===== config.mk =====
export PLATFORM = sky130hd
export DESIGN_NAME = rf_wb_arbiter
export DESIGN_NICKNAME = d
export VERILOG_FILES = /design/src/rtl/rf_wb_arbiter.sv
export SDC_FILE = /design/constraint.sdc
export NUM_CORES = 1
export LEC_CHECK = 0
export ABC_AREA = 1
export CORE_AREA = 2 2 141 143
export DETAILED_ROUTE_END_ITERATION = 16
export DIE_AREA = 0 0 143 145
export GPL_TIMING_DRIVEN = 0
export PLACE_DENSITY = 0.64
export SYNTH_ARGS = -nofsm -noshare
export SYNTH_HDL_FRONTEND = slang
export SYNTH_SLANG_ARGS = --single-unit

===== constraint.sdc =====
create_clock -name clk -period 9 [get_ports clk]
set_clock_uncertainty 0.15 [all_clocks]
set_input_delay 2.7 -clock clk [delete_from_list [all_inputs] [get_ports clk]]
set_output_delay 2.7 -clock clk [all_outputs]
set_load 0.1 [all_outputs]

===== src/rtl/rf_wb_arbiter.sv =====
// ---------------------------------------------------------------------------
// rf_wb_arbiter
//
// Purpose
//   Merges two register-file write sources onto one registered write port:
//     * the in-order pipeline writeback (single-cycle, can be stalled), and
//     * a multi-cycle unit (MDU) whose results are buffered in a 2-entry FIFO.
//   The pipeline normally wins. A buffered MDU result that has waited
//   STARVE_LIMIT cycles is force-granted and the pipeline is stalled for
//   that one cycle.
//
// Parameters
//   STARVE_LIMIT  cycles a buffered MDU result may wait before a forced grant
//                 (1..15)
//
// Ports
//   clk         in   single clock, rising edge
//   rst         in   synchronous active-high reset
//   wb_valid    in   pipeline writeback request
//   wb_rdc      in   pipeline destination register (0 = no write)
//   wb_data     in   pipeline writeback data
//   pipe_stall  out  pipeline request not accepted this cycle; hold inputs
//   mdu_valid   in   MDU result valid
//   mdu_ready   out  MDU result accepted when mdu_valid && mdu_ready
//   mdu_rdc     in   MDU destination register (0 = discarded)
//   mdu_data    in   MDU result data
//   RF_W        out  registered register-file write enable
//   Rdc         out  registered register-file write address
//   Rd          out  registered register-file write data
//   pend_mask   out  bit r set while a write to r is buffered or being written
// ---------------------------------------------------------------------------
module rf_wb_arbiter #(
   parameter int STARVE_LIMIT = 4
) (
   input  logic        clk,
   input  logic        rst,
   input  logic        wb_valid,
   input  logic [4:0]  wb_rdc,
   input  logic [31:0] wb_data,
   output logic        pipe_stall,
   input  logic        mdu_valid,
   output logic        mdu_ready,
   input  logic [4:0]  mdu_rdc,
   input  logic [31:0] mdu_data,
   output logic        RF_W,
   output logic [4:0]  Rdc,
   output logic [31:0] Rd,
   output logic [31:0] pend_mask
);

   localparam logic [3:0] LIMIT = 4'(STARVE_LIMIT);

   // Arbitration outcome for the current cycle.
   typedef enum logic [1:0] {
      GNT_IDLE  = 2'd0,
      GNT_PIPE  = 2'd1,
      GNT_MDU   = 2'd2,
      GNT_FORCE = 2'd3
   } grant_t;

   // ------------------------------------------------------------------
   // State
   // ------------------------------------------------------------------
   logic [4:0]  fifo_rdc_reg  [2];
   logic [31:0] fifo_data_reg [2];
   logic        head_reg;
   logic        tail_reg;
   logic [1:0]  count_reg;
   logic [1:0]  count_next;
   logic [3:0]  starve_reg;
   logic [3:0]  starve_next;

   logic        rf_w_reg;
   logic [4:0]  rdc_reg;
   logic [31:0] rd_reg;
   logic        rf_w_next;
   logic [4:0]  rdc_next;
   logic [31:0] rd_next;

   // ------------------------------------------------------------------
   // Combinational control
   // ------------------------------------------------------------------
   grant_t      grant;
   logic        pipe_req;
   logic        head_avail;
   logic        head_grant;
   logic        push;
   logic        pop;
   logic [4:0]  head_rdc;
   logic [31:0] head_data;
   logic [1:0]  entry_valid;

   // A destination of r0 is never a real write.
   assign pipe_req   = wb_valid && (wb_rdc != 5'd0);
   assign head_avail = (count_reg != 2'd0);
   assign head_rdc   = fifo_rdc_reg[head_reg];
   assign head_data  = fifo_data_reg[head_reg];

   // No bypass path: a full FIFO simply back-pressures the MDU.
   assign mdu_ready  = (count_reg != 2'd2) && !rst;

   // Handshakes to r0 complete (ready is high) but are dropped here, so the
   // FIFO only ever holds entries with a non-zero destination.
   assign push       = mdu_valid && mdu_ready && (mdu_rdc != 5'd0);

   always_comb begin
      grant = GNT_IDLE;
      if (head_avail && (starve_reg == LIMIT)) begin
         grant = GNT_FORCE;
      end else if (pipe_req) begin
         grant = GNT_PIPE;
      end else if (head_avail) begin
         grant = GNT_MDU;
      end
   end

   assign head_grant = (grant == GNT_FORCE) || (grant == GNT_MDU);
   assign pop        = head_grant;

   // The pipeline is only ever held back by a forced MDU grant.
   assign pipe_stall = (grant == GNT_FORCE) && pipe_req && !rst;

   // Registered write-port contents for the next cycle.
   always_comb begin
      rf_w_next = 1'b0;
      rdc_next  = 5'd0;
      rd_next   = 32'd0;
      case (grant)
         GNT_PIPE: begin
            rf_w_next = 1'b1;
            rdc_next  = wb_rdc;
            rd_next   = wb_data;
         end
         GNT_MDU, GNT_FORCE: begin
            rf_w_next = 1'b1;
            rdc_next  = head_rdc;
            rd_next   = head_data;
         end
         default: begin
         end
      endcase
   end

   // Occupancy: push and pop on the same edge leave the count unchanged,
   // which keeps a count of 1 with the new entry behind the old one.
   always_comb begin
      count_next = count_reg;
      case ({push, pop})
         2'b10:   count_next = count_reg + 2'd1;
         2'b01:   count_next = count_reg - 2'd1;
         default: count_next = count_reg;
      endcase
   end

   // Waiting time of the current head. Once it reaches LIMIT the head is
   // force-granted, so the saturating branch is only a safety net.
   always_comb begin
      starve_next = starve_reg;
      if ((count_reg == 2'd0) || head_grant) begin
         starve_next = 4'd0;
      end else if (starve_reg != LIMIT) begin
         starve_next = starve_reg + 4'd1;
      end
   end

   // ------------------------------------------------------------------
   // Sequential logic
   // ------------------------------------------------------------------
   always_ff @(posedge clk) begin
      if (rst) begin
         head_reg   <= 1'b0;
         tail_reg   <= 1'b0;
         count_reg  <= 2'd0;
         starve_reg <= 4'd0;
         rf_w_reg   <= 1'b0;
         rdc_reg    <= 5'd0;
         rd_reg     <= 32'd0;
      end else begin
         if (push) begin
            tail_reg <= ~tail_reg;
         end
         if (pop) begin
            head_reg <= ~head_reg;
         end
         count_reg  <= count_next;
         starve_reg <= starve_next;
         rf_w_reg   <= rf_w_next;
         rdc_reg    <= rdc_next;
         rd_reg     <= rd_next;
      end
   end

   // FIFO storage carries no reset; entries are qualified by count/head.
   always_ff @(posedge clk) begin
      if (push) begin
         fifo_rdc_reg[tail_reg]  <= mdu_rdc;
         fifo_data_reg[tail_reg] <= mdu_data;
      end
   end

   assign RF_W = rf_w_reg;
   assign Rdc  = rdc_reg;
   assign Rd   = rd_reg;

   // ------------------------------------------------------------------
   // Pending-write scoreboard
   // ------------------------------------------------------------------
   // Entry i is live when the FIFO is full, or when it holds one entry and
   // that entry is the head.
   for (genvar gi = 0; gi < 2; gi++) begin : g_entry_valid
      assign entry_valid[gi] = (count_reg == 2'd2) ||
                               ((count_reg == 2'd1) && (head_reg == 1'(gi)));
   end

   // r0 is never written, so its bit is tied low.
   assign pend_mask[0] = 1'b0;

   for (genvar gi = 1; gi < 32; gi++) begin : g_pend_mask
      assign pend_mask[gi] =
         (entry_valid[0] && (fifo_rdc_reg[0] == 5'(gi))) ||
         (entry_valid[1] && (fifo_rdc_reg[1] == 5'(gi))) ||
         (rf_w_reg       && (rdc_reg         == 5'(gi)));
   end

endmodule


# [Word-level counts from Yosys, hierarchy flattened]
# Memories as Yosys holds them, arrays and structs flattened. A register that Yosys moved wholly into a read port is not among the register bits.
# Cells that the tools add are included.
[totals] register_bits=46 n_memories=2 output_inout_bits=72 mem_bits_rw=74 word_cells=307 inputBits=78
[classes] addsub=3 muxes=13 eq_ne=103 bitwise_logic=2 reduce_logical=177
[mem_list] name="fifo_data_reg" words=2 width=32 read_ports=1 rd_clocked_by_memory_dff=1 write_ports=1 line="65" rtl="logic [31:0] fifo_data_reg [2];"
[mem_list] name="fifo_rdc_reg" words=2 width=5 read_ports=3 rd_clocked_by_memory_dff=1 write_ports=1 line="64" rtl="logic [4:0] fifo_rdc_reg [2];"
[op_table] cell="5-bit == test, second input constant" n=48
[op_table] cell="5-bit by 4-bit == test with 1-bit output, second input constant" n=24
[op_table] cell="1-bit logical AND" n=102
[op_table] cell="1-bit logical OR" n=66
[op_table] cell="32-bit case mux with 2 select lines" n=1
[op_table] cell="5-bit by 3-bit == test with 1-bit output, second input constant" n=12
[op_table] cell="5-bit by 2-bit == test with 1-bit output, second input constant" n=6
[op_table] cell="5-bit by 1-bit == test with 1-bit output, second input constant" n=3
[op_table] cell="5-bit case mux with 2 select lines" n=1
[op_table] cell="5-bit nonzero test" n=2
[op_table] cell="2-bit == test, second input constant" n=4
[op_table] cell="1-bit two-way mux" n=7
[op_table] cell="2-bit by 1-bit == test with 1-bit output, second input constant" n=3
[op_table] cell="2-bit two-way mux" n=3
[op_table] cell="4-bit by 1-bit adder with 4-bit output, second input constant" n=1
[op_table] cell="4-bit by 3-bit == test with 1-bit output, second input constant" n=1
[op_table] cell="4-bit by 3-bit != test with 1-bit output, second input constant" n=1
[op_table] cell="2-bit case mux with 2 select lines" n=1
[op_table] cell="2-bit nonzero test" n=2
[op_table] cell="2-bit OR reduction" n=2
[op_table] cell="3-bit OR reduction" n=1
[op_table] cell="2-bit by 1-bit adder with 2-bit output, second input constant" n=1
[op_table] cell="2-bit zero test" n=1
[op_table] cell="2-bit != test, second input constant" n=1
[op_table] cell="other kinds (3)" n=4

# [Depth between registers and ports, before layout]
# Gate-level depths: netlist (run 1).
[logic_depth] ltp_word=8 mapped_depth=11 ltp_nobuf=10

# [Worst setup path before layout (run 1)]
# OpenSTA, ideal clock, no wires.
[synth_path] path_kind="in2out" start="input port wb_rdc[2]" end="output port pipe_stall" slack_ns=0.940 required_time_ns=6.150 n_path_buf=2 stages=6 t_arrival_ns=5.210 path_cell_list="nor2_1 -> nand3_2 -> buf_4 -> buf_4 -> nand2_1 -> nor3_1"
[synth_between] elab_chain_len=7
[synth_rtl] item="start, declared" line="38" rtl="input logic [4:0] wb_rdc,"
[synth_rtl] item="5-bit nonzero test *" line="94" rtl="assign pipe_req = wb_valid && (wb_rdc != 5'd0);"
[synth_rtl] item="1-bit logical AND *" line="94"
[synth_rtl] item="2-bit two-way mux" line="110" rtl="end else if (pipe_req) begin"
[synth_rtl] item="2-bit two-way mux" line="108" rtl="if (head_avail && (starve_reg == LIMIT)) begin"
[synth_rtl] item="2-bit == test" line="121" rtl="assign pipe_stall = (grant == GNT_FORCE) && pipe_req && !rst;"
[synth_rtl] item="1-bit logical AND * (2 in series)" line="121"
[synth_rtl] item="end, declared" line="40" rtl="output logic pipe_stall,"
# Mark *: on every way between the ends. The rest lies on a longest branch, timed or not.

# [Final worst setup path (run 1)]
[layout_path] start="input port wb_rdc[4]" end="output port pipe_stall"
# The elaborated chain is that of the path after synthesis.

==> results.json, run 1 <==
{
  "slowest_stage": "clkdlybuf4s50_1",
  "drtAntennaViolNets": 0,
  "dieHeight_um": 145,
  "fmax_mhz": 123.2,
  "slew_headroom": 0.2919,
  "start_util": 0.2954,
  "rsz0062_at_grt": "false",
  "fin_hold_ws_ps": 325.4,
  "io_buffers": 147,
  "crit_start": "wb_rdc[4]",
  "ys_seq_elements": 121,
  "yosysWarnings": 0,
  "grt_antenna_before_repair": 1,
  "finish.net_count": 912,
  "avgSynthCellArea_sq_um": 8.584,
  "routedWlPerCell_um": 15.76,
  "syn_nets": 745,
  "grt_max_degree": 38,
  "holdBufCountCts": 0,
  "hp-class": "flop to flop",
  "period_share": 0.9020,
  "cts_setup_buffers": 0,
  "die_area_sq_mm": 0.02074,
  "firstDrtPassIters": 5,
  "final_area_sq_mm": 0.008070,
  "critPathTopFamily": "buffers and inverters",
  "yosysMostFrequentCell": "nand2_1",
  "slew_viol_final": 0,
  "cts.sinks": 121,
  "hpwl_um": 12830,
  "cp.arrival_ps": 5270,
  "finalSetupTns_ps": 0,
  "power_density_mw_per_mm2": 250.2,
  "cts.clk_slew.worst_paths_ps": 50,
  "vdd_ir_drop_max_mv": 0.1608,
  "post_drt_via_cell_ratio": 4.628,
  "r2r_start": "count_reg[0]",
  "final_hold_viol_count": 0,
  "yosysSeqAreaShare": 0.5574,
  "endpoint_kind": "output pin",
  "path_max_fanout": 10,
  "worst_slew_pin_slew_ps": 1059,
  "synth_cells": 661,
  "cts_resized": 0,
  "layout-drive-gt1-share": 0.08799,
  "cts_root_buf": "clkbuf_16",
  "htree_levels": 4,
  "grt_overflow_total": 0,
  "finalCriticalPeriod_ps": 8118,
  "io_pins": 150,
  "grt_pass1_wl_um": 26990,
  "dr_total_vias": 5119,
  "setup_viol": 0,
  "async_flop_share": 0,
  "cts_tree": "built",
  "synth_cell_types": 26,
  "area_delta_synth_final_pct": 42.23,
  "synthTopCellsByCount": "155 x nand2_1, 74 x edfxtp_1, 72 x nand3_1",
  "crit_chain": "clkdlybuf4s50_1 -> inv_1 -> nand3_2 -> buf_4 -> buf_4 -> nand2_1 -> nor3_1 -> clkdlybuf4s50_1",
  "dpl-instance-area_sq_mm": 0.007505,
  "crit_buf_inv": 5,
  "critPathKind": "input port to output pin",
  "outcome": "completed",
  "cts_made_buffers": 17,
  "initialDrtViolationCount": 321,
  "ys_top_cells_by_area": "edfxtp_1 39%, dfxtp_1 17%, nand2_1 10%",
  "place.gp.congestion": 0.8630,
  "cpPeakStageDelay_ps": 1170,
  "grt_pass1_vias": 4997,
  "cts_buffer_depth": 2,
  "reg2reg_depth": 5,
  "drc": 0,
  "syn_area_sq_mm": 0.005674,
  "largest_reg_flops": 64,
  "whs_path_depth": 1,
  "synthFlopType": "edfxtp_1",
  "yosysTopAreaCell": "edfxtp_1",
  "clk_latency_ps": 410,
  "num_rows": 51,
  "required_ps": 6150,
  "start_kind": "input port",
  "antenna_cells": 0,
  "leakage_nw": 3.047,
  "maxCapViolCount": 0,
  "coreArea_sq_mm": 0.01921,
  "routed_wl_um": 17430,
  "min-delay-start": "starve_reg[0]",
  "path_depth": 8,
  "die_x_um": 143,
  "grt.total_usage": 0.1710,
  "synth_top_area_share": 0.3916,
  "synth-edff-count": 74
}
## routing by layer
| metal | vias to the layer above | track usage | wire length (um) |
|---|---|---|---|
| met5 | - | 0 | 13 |
| met4 | 2 | 0.04208 | 191 |
| met3 | 14 | 0.05083 | 1484 |
| met2 | 203 | 0.2730 | 7964 |
| met1 | 2341 | 0.2271 | 7774 |
| li1 | 2559 | - | - |
## cell type report
type	instances	area, sq um
buffer	40	215.2
inverter	63	236.5
timing repair buffer	148	1491
clock buffer	20	446.7
multi-input combinational	437	2067
tap	265	331.6
sequential	121	3163
clock inverter	12	118.9
fill	1911	11140
## report_power, final
group | switching (mW) | internal, mW
combinational | 0.524 | 0.181
sequential | 0.0243 | 0.649
clock | 0.251 | 0.390
## metrics by stage
step                worst slack [ps]  power [mW]  instances    util
floorplan                      940.1       1.174        661       -
global placement               871.5       1.382       1073  0.3893
detailed placement             884.9       1.389       1074  0.3907
CTS                            878.6       2.030       1106  0.4202
global route                   740.3       2.115       1106  0.4202
finish                         882.2       2.019       1106  0.4202
## layout by cell type (no fill, tap or decap), types with 2 or more instances in the layout
cell type | synthesis | layout
edfxtp_1 | 74 | 74
nor3_1 | 2 | 2
nor2_2 | 2 | 2
nor2_4 | 2 | 3
nand3_1 | 72 | 72
ha_1 | 6 | 6
inv_1 | 60 | 59
buf_4 | 8 | 8
clkbuf_1 | 13 | 15
inv_6 | 0 | 3
buf_6 | 2 | 2
clkinv_4 | 0 | 4
buf_2 | 16 | 16
clkbuf_16 | 0 | 17
nand2_1 | 155 | 155
inv_2 | 3 | 4
or2_2 | 2 | 2
o21ai_0 | 42 | 42
clkinvlp_4 | 0 | 3
nor2_1 | 64 | 63
nand3_2 | 4 | 4
nand4_1 | 38 | 38
a21oi_2 | 2 | 2
clkdlybuf4s50_1 | 0 | 147
a21oi_1 | 42 | 42
dfxtp_1 | 47 | 47
## path summary, 6_finish.rpt
path / slack, ps / end
worst min register to register: 330 / starve_reg[0]
worst min-delay path: 330 / starve_reg[0]
worst max-delay path: 880 / pipe_stall
worst max register to register: 6530 / fifo_data_reg[1][21]
## kinds of logic after synthesis
kind of cell	after synthesis	share of synthesized area
other	1	0.0006609
AO/OA/AOI/OAI	86	0.07718
XOR/XNOR	2	0.003088
adder cells (fa/ha/maj)	6	0.01323
flip-flops	121	0.5574
buffers and inverters	103	0.07960
AND/OR/NAND/NOR	342	0.2688
(Power assumes the default switching activity.)
==> run 2, diff against run 1 <==
--- a/config.mk
+++ b/config.mk
@@ -7,6 +7,7 @@
 export LEC_CHECK = 0
 export ABC_AREA = 1
 export CORE_AREA = 2 2 141 143
+export CTS_BUF_LIST = sky130_fd_sc_hd__clkbuf_2 sky130_fd_sc_hd__clkbuf_4 sky130_fd_sc_hd__clkbuf_8
 export DETAILED_ROUTE_END_ITERATION = 16
 export DIE_AREA = 0 0 143 145
 export GPL_TIMING_DRIVEN = 0
==> results.json, run 2 (synthesis gave the netlist of run 1 again) <==
{
  "outcome": "completed",
  "dp.cells": 1074,
  "maxCapViolCount": 0,
  "cpPeakStageDelay_ps": 1170,
  "num_rows": 51,
  "crit_chain": "clkdlybuf4s50_1 -> buf_2 -> buf_2 -> nand2_1 -> nor3_1 -> clkdlybuf4s50_1",
  "die_x_um": 143,
  "drc": 0,
  "crit_start": "wb_valid",
  "hold_end": "starve_reg[0]",
  "grt_pass1_vias": 4977,
  "finalCriticalPeriod_ps": 8121,
  "holdBufCountCts": 0,
  "fin_ws_ps": 878.7,
  "cts_buffer_depth": 2,
  "slew_viol_final": 0,
  "cts_setup_buffers": 0,
  "leakage_nw": 2.966,
  "area_delta_synth_final_pct": 38.99,
  "cts_root_buf": "clkbuf_8",
  "initialDrtViolationCount": 288,
  "min-delay-start": "starve_reg[0]",
  "post-route-util": 0.4106,
  "largest_reg_flops": 64,
  "grt_overflow_total": 0,
  "critPathKind": "input port to output pin",
  "finalNonFillerCells": 1106,
  "cp.arrival_ps": 5270,
  "finalSetupTns_ps": 0,
  "cts.sinks": 121,
  "worst_slew_pin_slew_ps": 1057,
  "setup_viol": 0,
  "r2r_start": "count_reg[0]",
  "slowest_stage": "clkdlybuf4s50_1",
  "post_drt_via_cell_ratio": 4.672,
  "final_hold_viol_count": 0,
  "io_pins": 150,
  "io_buffers": 147,
  "path_max_fanout": 10,
  "required_ps": 6150,
  "clk_latency_ps": 430,
  "place.gp.congestion": 0.8630,
  "hpwl_um": 12830,
  "r2r_slack_ps": 6530,
  "finalPower_mw": 1.840,
  "layout-drive-gt1-share": 0.09037,
  "critPathTopFamily": "buffers and inverters",
  "crit_buf_inv": 4,
  "final_common_cell": "nand2_1",
  "dieHeight_um": 145,
  "routedWlPerCell_um": 15.69,
  "coreArea_sq_mm": 0.01921,
  "dpl-instance-area_sq_mm": 0.007505,
  "reg2reg_depth": 5,
  "die_area_sq_mm": 0.02074,
  "period_share": 0.9024,
  "grt_antenna_before_repair": 1,
  "drtAntennaViolNets": 0,
  "grt_max_degree": 38,
  "fin_hold_ws_ps": 326.5,
  "finish.net_count": 912,
  "layout_common_cells": "155 x nand2_1, 147 x clkdlybuf4s50_1, 74 x edfxtp_1",
  "start_util": 0.2954,
  "routed_wl_um": 17360,
  "firstDrtPassIters": 5,
  "dr_total_vias": 5167,
  "rsz0062_at_grt": "false",
  "fmax_mhz": 123.1,
  "endpoint_kind": "output pin",
  "grt_pass1_wl_um": 26890,
  "dp_slack_ps": 884.9,
  "final_area_sq_mm": 0.007886,
  "hp-class": "flop to flop",
  "htree_levels": 4,
  "vdd_ir_drop_max_mv": 0.1239,
  "cts.clk_slew.worst_paths_ps": 70,
  "antenna_cells": 0,
  "cts_tree": "built",
  "reg2reg_to": "fifo_data_reg[1][21]",
  "cts_made_buffers": 17,
  "whs_path_depth": 1,
  "slew_headroom": 0.2928,
  "cts_resized": 0,
  "start_kind": "input port",
  "grt.total_usage": 0.1701,
  "power_density_mw_per_mm2": 233.3
}
-- run 2: changes by cell type in the layout (fill, tap and decap cells not counted) --
| cell | previous run | this run |
|---|---|---|
| clkbuf_1 | 15 | 13 |
| clkbuf_16 | 17 | 0 |
| clkbuf_4 | 0 | 2 |
| clkbuf_8 | 1 | 18 |
-- run 2: worst max-delay path by stage --
stage,endpoint,cells past startpoint,slack [ps]
6_report,pipe_stall,6,880
5_1_grt,pipe_stall,6,740
4_1_cts,pipe_stall,8,870
3_5_place_dp,pipe_stall,8,880
3_3_place_gp,pipe_stall,8,870
2_1_floorplan,pipe_stall,6,940
-- run 2: area by class of cell --
type	count	area, sq um
tap	265	331.6
timing repair buffer	148	1491
buffer	40	215.2
multi-input combinational	437	2067
clock buffer	20	262.8
inverter	63	236.5
sequential	121	3163
clock inverter	12	118.9
fill	1947	11320
-- run 2: report_power, final --
group	internal, mW	switching [mW]
clock	0.235	0.228
sequential	0.648	0.0243
combinational	0.181	0.524
-- run 2: metal layers --
| metal | GRT usage | vias up | wire, um |
|---|---|---|---|
| li1 | - | 2552 | - |
| met1 | 0.2260 | 2371 | 7671 |
| met2 | 0.2725 | 228 | 7927 |
| met3 | 0.05281 | 14 | 1572 |
| met4 | 0.03614 | 2 | 172 |
| met5 | 0 | - | 13 |
-- run 2: worst reg2reg max path, delay by kind of cell, from the launching register on --
family        cells  cell delay (ps)
flops             1              330
simple gates      2              540
buf+inv           2              760
fa+ha+maj         1              300
